**src/rtl/mdu_pkg.sv**
```systemverilog
// Shared definitions for the iterative multiply/divide unit:
// R-type Func codes, FSM state encoding and operation kind.
package mdu_pkg;

    localparam logic [5:0] FUNC_MULT  = 6'b011000;
    localparam logic [5:0] FUNC_MULTU = 6'b011001;
    localparam logic [5:0] FUNC_DIV   = 6'b011010;
    localparam logic [5:0] FUNC_DIVU  = 6'b011011;
    localparam logic [5:0] FUNC_MTHI  = 6'b010001;
    localparam logic [5:0] FUNC_MTLO  = 6'b010011;

    typedef enum logic [1:0] {
        IDLE = 2'b00,
        CALC = 2'b01,
        FIX  = 2'b10
    } state_e;

    typedef enum logic {
        OP_MUL = 1'b0,
        OP_DIV = 1'b1
    } op_e;

    function automatic logic is_signed_func(input logic [5:0] f);
        return (f == FUNC_MULT) || (f == FUNC_DIV);
    endfunction

endpackage

```
**src/rtl/mdu_step.sv**
```systemverilog
// One iteration of the magnitude datapath: a shift-add multiply step or a
// restoring-division step on the {upper, lower} 2*WIDTH accumulator.
module mdu_step
    import mdu_pkg::*;
#(
    parameter int WIDTH = 32
) (
    input  op_e                  i_op,
    input  logic [2*WIDTH-1:0]   i_acc,
    input  logic [WIDTH-1:0]     i_opnd,
    output logic [2*WIDTH-1:0]   o_acc
);

    logic [WIDTH:0] w_sum;
    logic [WIDTH:0] w_part;
    logic [WIDTH:0] w_diff;

    // Multiply adds into the upper half and shifts right; divide shifts left
    // and keeps the trial difference only when it does not borrow.
    always_comb begin
        w_sum  = {1'b0, i_acc[2*WIDTH-1:WIDTH]}
               + (i_acc[0] ? {1'b0, i_opnd} : {(WIDTH+1){1'b0}});
        w_part = i_acc[2*WIDTH-1:WIDTH-1];
        w_diff = w_part - {1'b0, i_opnd};
        if (i_op == OP_MUL) begin
            o_acc = {w_sum, i_acc[WIDTH-1:1]};
        end else if (w_diff[WIDTH]) begin
            o_acc = {w_part[WIDTH-1:0], i_acc[WIDTH-2:0], 1'b0};
        end else begin
            o_acc = {w_diff[WIDTH-1:0], i_acc[WIDTH-2:0], 1'b1};
        end
    end

endmodule

```
**src/rtl/mdu_iter.sv**
```systemverilog
// Iterative MIPS multiply/divide unit with HI/LO registers. Operates on
// magnitudes for WIDTH steps, then applies sign correction in FIX.
module mdu_iter
    import mdu_pkg::*;
#(
    parameter int WIDTH = 32,
    parameter int CNT_W = $clog2(WIDTH + 1)
) (
    input  logic             clk,
    input  logic             rst_n,
    input  logic             start,
    input  logic [5:0]       func,
    input  logic [WIDTH-1:0] a,
    input  logic [WIDTH-1:0] b,
    output logic             busy,
    output logic             done,
    output logic             dbz,
    output logic [WIDTH-1:0] hi,
    output logic [WIDTH-1:0] lo
);

    localparam logic [CNT_W-1:0] CNT_INIT = CNT_W'(WIDTH);
    localparam logic [CNT_W-1:0] CNT_ONE  = {{(CNT_W-1){1'b0}}, 1'b1};

    function automatic logic [WIDTH-1:0] cond_neg(input logic [WIDTH-1:0] v,
                                                  input logic neg);
        return neg ? ({WIDTH{1'b0}} - v) : v;
    endfunction

    state_e               r_state, w_state_nxt;
    op_e                  r_op, w_op_nxt;
    logic                 r_signed, w_signed_nxt;
    logic                 r_sign_a, w_sign_a_nxt;
    logic                 r_sign_b, w_sign_b_nxt;
    logic [CNT_W-1:0]     r_cnt, w_cnt_nxt;
    logic [2*WIDTH-1:0]   r_acc, w_acc_nxt;
    logic [WIDTH-1:0]     r_opnd, w_opnd_nxt;
    logic [WIDTH-1:0]     r_hi, w_hi_nxt;
    logic [WIDTH-1:0]     r_lo, w_lo_nxt;
    logic                 r_busy, w_busy_nxt;
    logic                 r_done, w_done_nxt;
    logic                 r_dbz, w_dbz_nxt;

    logic                 w_sgn;
    logic [WIDTH-1:0]     w_abs_a;
    logic [WIDTH-1:0]     w_abs_b;
    logic [2*WIDTH-1:0]   w_step_acc;
    logic [2*WIDTH-1:0]   w_neg_acc;

    mdu_step #(.WIDTH(WIDTH)) u_step (
        .i_op   (r_op),
        .i_acc  (r_acc),
        .i_opnd (r_opnd),
        .o_acc  (w_step_acc)
    );

    // Next-state, datapath and HI/LO update decode.
    always_comb begin
        w_state_nxt  = r_state;
        w_op_nxt     = r_op;
        w_signed_nxt = r_signed;
        w_sign_a_nxt = r_sign_a;
        w_sign_b_nxt = r_sign_b;
        w_cnt_nxt    = r_cnt;
        w_acc_nxt    = r_acc;
        w_opnd_nxt   = r_opnd;
        w_hi_nxt     = r_hi;
        w_lo_nxt     = r_lo;
        w_done_nxt   = 1'b0;
        w_dbz_nxt    = 1'b0;

        w_sgn     = is_signed_func(func);
        w_abs_a   = cond_neg(a, w_sgn & a[WIDTH-1]);
        w_abs_b   = cond_neg(b, w_sgn & b[WIDTH-1]);
        w_neg_acc = {(2*WIDTH){1'b0}} - r_acc;

        case (r_state)
            IDLE: begin
                if (start) begin
                    case (func)
                        FUNC_MULT, FUNC_MULTU: begin
                            w_op_nxt     = OP_MUL;
                            w_signed_nxt = w_sgn;
                            w_sign_a_nxt = w_sgn & a[WIDTH-1];
                            w_sign_b_nxt = w_sgn & b[WIDTH-1];
                            w_acc_nxt    = {{WIDTH{1'b0}}, w_abs_b};
                            w_opnd_nxt   = w_abs_a;
                            w_cnt_nxt    = CNT_INIT;
                            w_state_nxt  = CALC;
                        end
                        FUNC_DIV, FUNC_DIVU: begin
                            if (b == {WIDTH{1'b0}}) begin
                                w_done_nxt = 1'b1;
                                w_dbz_nxt  = 1'b1;
                            end else begin
                                w_op_nxt     = OP_DIV;
                                w_signed_nxt = w_sgn;
                                w_sign_a_nxt = w_sgn & a[WIDTH-1];
                                w_sign_b_nxt = w_sgn & b[WIDTH-1];
                                w_acc_nxt    = {{WIDTH{1'b0}}, w_abs_a};
                                w_opnd_nxt   = w_abs_b;
                                w_cnt_nxt    = CNT_INIT;
                                w_state_nxt  = CALC;
                            end
                        end
                        FUNC_MTHI: w_hi_nxt = a;
                        FUNC_MTLO: w_lo_nxt = a;
                        default:   w_state_nxt = IDLE;
                    endcase
                end else begin
                    w_state_nxt = IDLE;
                end
            end
            CALC: begin
                w_acc_nxt = w_step_acc;
                w_cnt_nxt = r_cnt - CNT_ONE;
                if (r_cnt == CNT_ONE) begin
                    w_state_nxt = FIX;
                end else begin
                    w_state_nxt = CALC;
                end
            end
            FIX: begin
                if (r_op == OP_MUL) begin
                    if (r_signed && (r_sign_a != r_sign_b)) begin
                        {w_hi_nxt, w_lo_nxt} = w_neg_acc;
                    end else begin
                        {w_hi_nxt, w_lo_nxt} = r_acc;
                    end
                end else begin
                    w_lo_nxt = cond_neg(r_acc[WIDTH-1:0],
                                        r_signed & (r_sign_a ^ r_sign_b));
                    w_hi_nxt = cond_neg(r_acc[2*WIDTH-1:WIDTH], r_signed & r_sign_a);
                end
                w_done_nxt  = 1'b1;
                w_state_nxt = IDLE;
            end
            default: w_state_nxt = IDLE;
        endcase

        // busy covers the cycles between the first iteration edge and the FIX edge
        w_busy_nxt = (r_state != IDLE) && (w_state_nxt != IDLE);
    end

    // State, datapath and output registers; reset aborts any operation.
    always_ff @(posedge clk or negedge rst_n) begin
        if (!rst_n) begin
            r_state  <= IDLE;
            r_op     <= OP_MUL;
            r_signed <= 1'b0;
            r_sign_a <= 1'b0;
            r_sign_b <= 1'b0;
            r_cnt    <= {CNT_W{1'b0}};
            r_acc    <= {(2*WIDTH){1'b0}};
            r_opnd   <= {WIDTH{1'b0}};
            r_hi     <= {WIDTH{1'b0}};
            r_lo     <= {WIDTH{1'b0}};
            r_busy   <= 1'b0;
            r_done   <= 1'b0;
            r_dbz    <= 1'b0;
        end else begin
            r_state  <= w_state_nxt;
            r_op     <= w_op_nxt;
            r_signed <= w_signed_nxt;
            r_sign_a <= w_sign_a_nxt;
            r_sign_b <= w_sign_b_nxt;
            r_cnt    <= w_cnt_nxt;
            r_acc    <= w_acc_nxt;
            r_opnd   <= w_opnd_nxt;
            r_hi     <= w_hi_nxt;
            r_lo     <= w_lo_nxt;
            r_busy   <= w_busy_nxt;
            r_done   <= w_done_nxt;
            r_dbz    <= w_dbz_nxt;
        end
    end

    assign busy = r_busy;
    assign done = r_done;
    assign dbz  = r_dbz;
    assign hi   = r_hi;
    assign lo   = r_lo;

endmodule

```
**config.mk**
```make
export PLATFORM = sky130hd
export DESIGN_NAME = mdu_iter
export DESIGN_NICKNAME = d
export VERILOG_FILES = /design/src/rtl/mdu_pkg.sv /design/src/rtl/mdu_step.sv /design/src/rtl/mdu_iter.sv
export SDC_FILE = /design/constraint.sdc
export NUM_CORES = 1
export LEC_CHECK = 0
export CAP_MARGIN = 10
export CORE_UTILIZATION = 64
export DETAILED_ROUTE_END_ITERATION = 12
export PLACE_DENSITY = 0.95
export SYNTH_ARGS = -nofsm -noshare
export SYNTH_HDL_FRONTEND = slang
export SYNTH_SLANG_ARGS = --single-unit
```
**constraint.sdc**
```tcl
create_clock -name clk -period 8.1 [get_ports clk]
set_input_delay 1.62 -clock clk [delete_from_list [all_inputs] [get_ports clk]]
set_output_delay 1.62 -clock clk [all_outputs]
set_load 0.1 [all_outputs]
```
==> results.sh, run 1 <==
export IMPL_synth_edf_count=0
export IMPL_worst_pin_slew_ns=1.12
export IMPL_crit_top_cell="a21oi_1"
export IMPL_die_y_um=156
export IMPL_fp_coreArea_um2=23000
export IMPL_cts_sinks=175
export IMPL_async_reset_ff_share_pct=100
export IMPL_finalSetupTns_ns=0
export IMPL_place_area_um2=16600
export IMPL_drive_gt1_share_pct=4.28
export IMPL_cts_tree="done"
export IMPL_area_delta_synth_final_pct=13.5
export IMPL_hold_path_startpoint="hi[29]"
export IMPL_status="finished clean"
export IMPL_seq_area_frac_synth_pct=28.8
export IMPL_fin_crit_sh_pct=66.7
export IMPL_fmax_mhz=185
export IMPL_cp_top_family="simple AND/OR/NAND/NOR gates"
export IMPL_hold_end="hi[29]"
export IMPL_diodes=0
export IMPL_synth_compound_area_share_pct=24.3
export IMPL_synth_net_count=2135
export IMPL_die_w_um=156
export IMPL_rows=55
export IMPL_viasPerCell=6.79
export IMPL_rrSetupSlack_ns=3.73
export IMPL_grt_pass1_wl_um=82100
export IMPL_cp_required_ns=8.43
export IMPL_synthSimpleGateAreaFrac_pct=21.8
export IMPL_antenna_found_initial=1
export IMPL_postCtsResizedCells=0
export IMPL_synth_area_um2=15200
export IMPL_grt_usage_pct=44.5
export IMPL_synthTopCellsByArea="dfrtp_1, a21oi_1, xnor2_1"
export IMPL_vias=16100
export IMPL_critPathMaxFanout=52
export IMPL_grt_pass1_vias=14800
export IMPL_finalHoldViolCount=0
export IMPL_fin_nets=2188
export IMPL_dp_cells=2337
export IMPL_final_common_cell="nor2_1"
export IMPL_yosys_warnings=0
export IMPL_synth_ff_type="dfrtp_1"
export IMPL_setup_viol_count_final=0
export IMPL_peakVddDrop_mv=0.293
export IMPL_clock_latency_ns=0.45
export IMPL_wire_per_inst_um=22.7
export IMPL_cts_setup_buffers=0
export IMPL_p_leak_uw=0.00735
export IMPL_syn_inst=1990
export IMPL_synth_top_area_share_pct=28.8
export IMPL_fin_cells=2369
export IMPL_avgSynthCellArea_um2=7.63
export IMPL_synthMuxAreaShare_pct=4.07
export IMPL_dieArea_um2=24300
export IMPL_postRouteWirelength_um=53800
export IMPL_drc=0
export IMPL_clockRootBuffer="clkbuf_16"
export IMPL_maxSlewHeadroom_pct=25.4
export IMPL_h_tree_depth=4
export IMPL_reg2reg_to="r_acc[45]"
export IMPL_period_minus_slack_ns=5.40
export IMPL_slew_violations=0
export IMPL_power_uw=7490
export IMPL_dp_hpwl_um=40200
export IMPL_synthAdderAreaFrac_pct=6.03
export IMPL_design_area_um2=17200
export IMPL_fin_util_pct=75.0
export IMPL_hp_class="flop to flop"
export IMPL_gr_total_overflow=0
export IMPL_crit_path_top_delay_cell="nand2_2"
export IMPL_rr_worst_depth=14
export IMPL_synth_cell_types=84
export IMPL_skew_ns=0.0189
export IMPL_first_pass_iters=10
export IMPL_synth_top_family_by_area="compound AO/OA/AOI/OAI gates"
export IMPL_crit_buf_inv=2
export IMPL_drt_antenna_violating_nets=0
export IMPL_yosys_area_top_type="dfrtp_1"
export IMPL_grt_setup_unrepaired="no"
export IMPL_clock_path_buffers=2
export IMPL_cpPeakStageDelay_ns=0.70
export IMPL_crit_reg2reg_launch="r_acc[31]"
export IMPL_hold_depth=2
export IMPL_worstSetupEndpointType="flop"
export IMPL_yosys_register_bits=175
export IMPL_clk_pin_slew_ns=0.08
export IMPL_crit_type="primary input to flop"
export IMPL_place_congestion=0.979
export IMPL_worstSetupStartpointType="primary input"
export IMPL_cts_hold_buffers=0
export IMPL_initialDrtViolationCount=2233
export IMPL_final_cell_mix="nor2_1, nand2_1, a21oi_1"
export IMPL_initial_core_util_pct=66.1
export IMPL_place_port_buffers=139
export IMPL_power_density_nw_per_um2=435
export IMPL_cts_buffers=17
export IMPL_ios=140
export IMPL_yosys_area_share_xor_xnor_pct=9.98
export IMPL_crit_chain="clkdlybuf4s50_1 -> or4_4 -> nor4_2 -> nor4b_4 -> nand3_1 -> nor3b_1 -> a21oi_1 -> nand2_2 -> buf_4 -> a21oi_1 -> a221o_1"
export IMPL_grt_max_degree=93
export IMPL_cp_arrival_ns=5.73
export IMPL_cap_violations=0
[Yosys cell counts, drive strengths merged (18+ instances only)]
| cell type | number |
|---|---|
| buf | 27 |
| nor2 | 255 |
| nor3 | 48 |
| nor4 | 22 |
| dfrtp | 175 |
| nand3 | 26 |
| and2 | 18 |
| nand2 | 224 |
| a21oi | 210 |
| o31ai | 48 |
| xor2 | 62 |
| a22oi | 21 |
| inv | 69 |
| a31oi | 25 |
| clkbuf | 94 |
| mux2i | 55 |
| ha | 70 |
| a21o | 26 |
| o21ai | 168 |
| nor2b | 21 |
| xnor2 | 111 |
[per-stage QoR]
step                worst slack [ns]  hold slack, ns
floorplan                       4.11           0.439
global placement                2.61           0.455
detailed placement              2.35           0.456
CTS                             2.79           0.475
global route                    2.56           0.496
finish                          2.70           0.475
[metal layers]
layer,vias to the layer above,global-route usage [%],routed length (um)
li1,7180,-,-
met1,7496,58.0,20400
met2,1173,66.0,22800
met3,224,12.2,7250
met4,2,26.1,3390
met5,-,0,14
[power by group]
group / internal (uW) / switching (uW)
sequential: 1250 / 564
combinational: 1560 / 3240
clock: 426 / 451
[how the worst max path moves through the flow]
stage	from	end	slack, ns	depth (start not counted)
after floorplan	b[9]	r_opnd[10]	4.11	9
after global placement	b[9]	r_acc[25]	2.61	11
after detailed placement	b[9]	r_acc[25]	2.35	11
after CTS	b[9]	r_acc[25]	2.79	11
after global routing	b[9]	r_acc[25]	2.56	11
final	b[9]	r_acc[25]	2.70	11
[state kept, by name, summed over array words and instances (netlist names)]
name      cells
done          1
r_state       2
busy          1
r_cnt         6
dbz           1
r_opnd       32
r_signed      1
r_op          1
lo           32
r_sign_b      1
hi           32
r_acc        64
r_sign_a      1
[cells by family after synthesis]
| family | Yosys count |
|---|---|
| AO/OA/AOI/OAI | 606 |
| buffers and inverters | 191 |
| flip-flops | 175 |
| multiplexers | 61 |
| XOR/XNOR | 173 |
| adder cells (fa/ha/maj) | 72 |
| AND/OR/NAND/NOR | 712 |
[worst min-delay path, stage by stage (launching register included)]
cell and delay (ns):
dfrtp_1 0.34, nand2_1 0.05, o31ai_1 0.05
[area by class of cell]
class                   count  area (um2)
clock inverters            15         199
fillers                  1676        5740
flip-flops and latches    175        4380
repair buffers            155        1510
multi-input cells        1624       10100
clock buffers              17         425
inverters                  70         263
well taps                 313         392
(Power assumes the default switching activity.)
==> run 2, diff against run 1 <==
- CORE_UTILIZATION: 64 -> 54
- PLACE_DENSITY: 0.95 -> 0.89
- clock period: 8.1 -> 4.5 ns (I/O delays scaled with it)
==> run 2 against run 1 <==
Net effect:
- the run now ends with DRC left
- global-route usage down 8.0 points
- clock skew shrank 0.0039 ns
- sequential power up 76%
- flip-flop and latch count is the same
- count of clock-buffer cells in the layout grew 1
- critical path depth stayed put
- combinational power grew 82%
- first-iteration DRC count fell by 1.7%
- final area rose by 1.8%
- hold slack got worse by 0.045 ns
- cell count grew 4.0%
- highest routed layer is now met4
==> results.sh, run 2 (synthesis gave the netlist of run 1 again) <==
export IMPL_status="complete, but fails checks"
export IMPL_violations="DRC"
export IMPL_combPwrFrac_pct=64.9
export IMPL_clk_pin_slew_ns=0.08
export IMPL_hp_class="primary input to async pin"
export IMPL_worstSetupEndpointType="flop"
export IMPL_final_cell_mix="nor2_1, nand2_1, a21oi_1"
export IMPL_clock_path_buffers=2
export IMPL_postRouteWirelength_um=52700
export IMPL_place_congestion=0.984
export IMPL_clock_latency_ns=0.45
export IMPL_top_layer="met4"
export IMPL_first_pass_iters=12
export IMPL_dp_hpwl_um=40100
export IMPL_cts_setup_buffers=0
export IMPL_worstSetupStartpointType="primary input"
export IMPL_crit_buf_inv=2
export IMPL_clkPwrFrac_pct=11.4
export IMPL_fin_cells=2464
export IMPL_period_minus_slack_ns=4.02
export IMPL_final_common_cell="nor2_1"
export IMPL_switching_power_uw=7580
export IMPL_critPathMaxFanout=26
export IMPL_largest_reg_flops=64
export IMPL_place_port_buffers=139
export IMPL_cts_hold_buffers=0
export IMPL_dieArea_um2=28800
export IMPL_cpPeakStageDelay_ns=0.60
export IMPL_viasPerCell=6.50
export IMPL_top_register="r_acc"
export IMPL_fin_nets=2218
export IMPL_cap_violations=0
export IMPL_fp_coreArea_um2=27700
export IMPL_fin_crit_sh_pct=89.4
export IMPL_slew_violations=0
export IMPL_gr_total_overflow=0
export IMPL_p_sw_share_pct=56.2
export IMPL_ios=140
export IMPL_maxSlewHeadroom_pct=22.6
export IMPL_grt_pass1_vias=14700
export IMPL_postCtsResizedCells=0
export IMPL_grt_usage_pct=36.4
export IMPL_crit_top_cell="a21oi_1"
export IMPL_drt_antenna_violating_nets=0
export IMPL_cp_required_ns=4.86
export IMPL_cts_buffers=17
export IMPL_die_y_um=170
export IMPL_finalHoldViolCount=0
export IMPL_cts_sinks=175
export IMPL_power_share_sequential_pct=23.7
export IMPL_initial_core_util_pct=54.8
export IMPL_skew_ns=0.0150
export IMPL_cp_top_family="simple AND/OR/NAND/NOR gates"
export IMPL_h_tree_depth=4
export IMPL_fmax_mhz=249
export IMPL_cts_tree="done"
export IMPL_dp_cells=2432
export IMPL_rrSetupSlack_ns=0.57
export IMPL_initialDrtViolationCount=2196
export IMPL_grt_setup_unrepaired="no"
export IMPL_antenna_found_initial=0
export IMPL_rows=61
export IMPL_power_density_nw_per_um2=767
export IMPL_drive_gt1_share_pct=5.61
export IMPL_wl_met2_um=22000
export IMPL_wl_met3_um=5990
export IMPL_drc=2
export IMPL_area_delta_synth_final_pct=15.6
export IMPL_diodes=0
export IMPL_peakVddDrop_mv=0.490
export IMPL_clockRootBuffer="clkbuf_16"
export IMPL_p_leak_uw=0.00750
export IMPL_crit_type="primary input to flop"
export IMPL_cp_arrival_ns=4.39
export IMPL_crit_chain="clkdlybuf4s50_1 -> or4_4 -> nor4_2 -> nor4b_4 -> nand3_1 -> nor3b_1 -> a21oi_1 -> nand2_2 -> buf_4 -> a211oi_1 -> a21oi_1"
export IMPL_worst_pin_slew_ns=1.16
export IMPL_crit_path_top_delay_cell="or4_4"
export IMPL_vias=16000
export IMPL_met1Wirelength_um=21100
export IMPL_fin_hold_ws_ns=0.431
export IMPL_die_w_um=170
export IMPL_grt_max_degree=88
export IMPL_wire_per_inst_um=21.4
export IMPL_p_int_uw=5900
export IMPL_finalSetupTns_ns=0
export IMPL_fillers=2294
export IMPL_setup_viol_count_final=0
export IMPL_grt_pass1_wl_um=80700
## run 2: cell types whose count changed in the layout (fill, tap and decap cells not counted)
cell and change:
inv_6 +2, inv_12 -2, buf_12 +3, clkbuf_1 +1, clkinv_8 -1, buf_4 +27
## run 2: final timing paths
path,from,end,cells past startpoint
max in group asynchronous,rst_n,r_acc[15],2
worst min-delay path,rst_n,r_acc[53],1
worst max-delay path,b[9],r_opnd[22],11
worst max register to register,r_acc[31],r_acc[0],12
worst min register to register,lo[27],lo[27],2
min in group clk,lo[27],lo[27],2
## run 2: through the flow
step	cell area (um2)	worst slack, ns	power [uW]	util (%)
2_1_floorplan	15200	1.13	9370	-
3_3_place_gp	17000	0.301	11500	61.2
3_5_place_dp	17000	0.0990	11700	61.2
4_1_cts	17600	0.555	13200	63.4
5_1_grt	17600	0.235	14200	63.4
6_report	17600	0.477	13500	63.4
## run 2: power groups by stage
stage | combinational [uW] | clock [uW] | sequential (uW)
after floorplan | 4590 | 0 | 4780
after global placement | 8380 | 0 | 3120
after detailed placement | 8550 | 0 | 3150
after CTS | 8600 | 1520 | 3120
after global routing | 9370 | 1590 | 3240
final | 8750 | 1530 | 3190
## run 2: cell type report
cell class / count / area, um2 / share of cell area [%]
Timing Repair Buffer: 185 / 1780 / 10.1
Sequential cell: 175 / 4380 / 24.9
Clock buffer: 18 / 429 / 2.44
Clock inverter: 14 / 168 / 0.955
Tap cell: 378 / 473 / 2.69
Inverter: 70 / 263 / 1.50
Multi-Input combinational cell: 1624 / 10100 / 57.4
## run 2: layer usage
| layer | vias up | GRT usage [%] |
|---|---|---|
| met5 | - | 0 |
| met4 | 0 | 23.6 |
| met3 | 204 | 7.37 |
| met2 | 1081 | 53.6 |
| met1 | 7494 | 48.6 |
| li1 | 7227 | - |
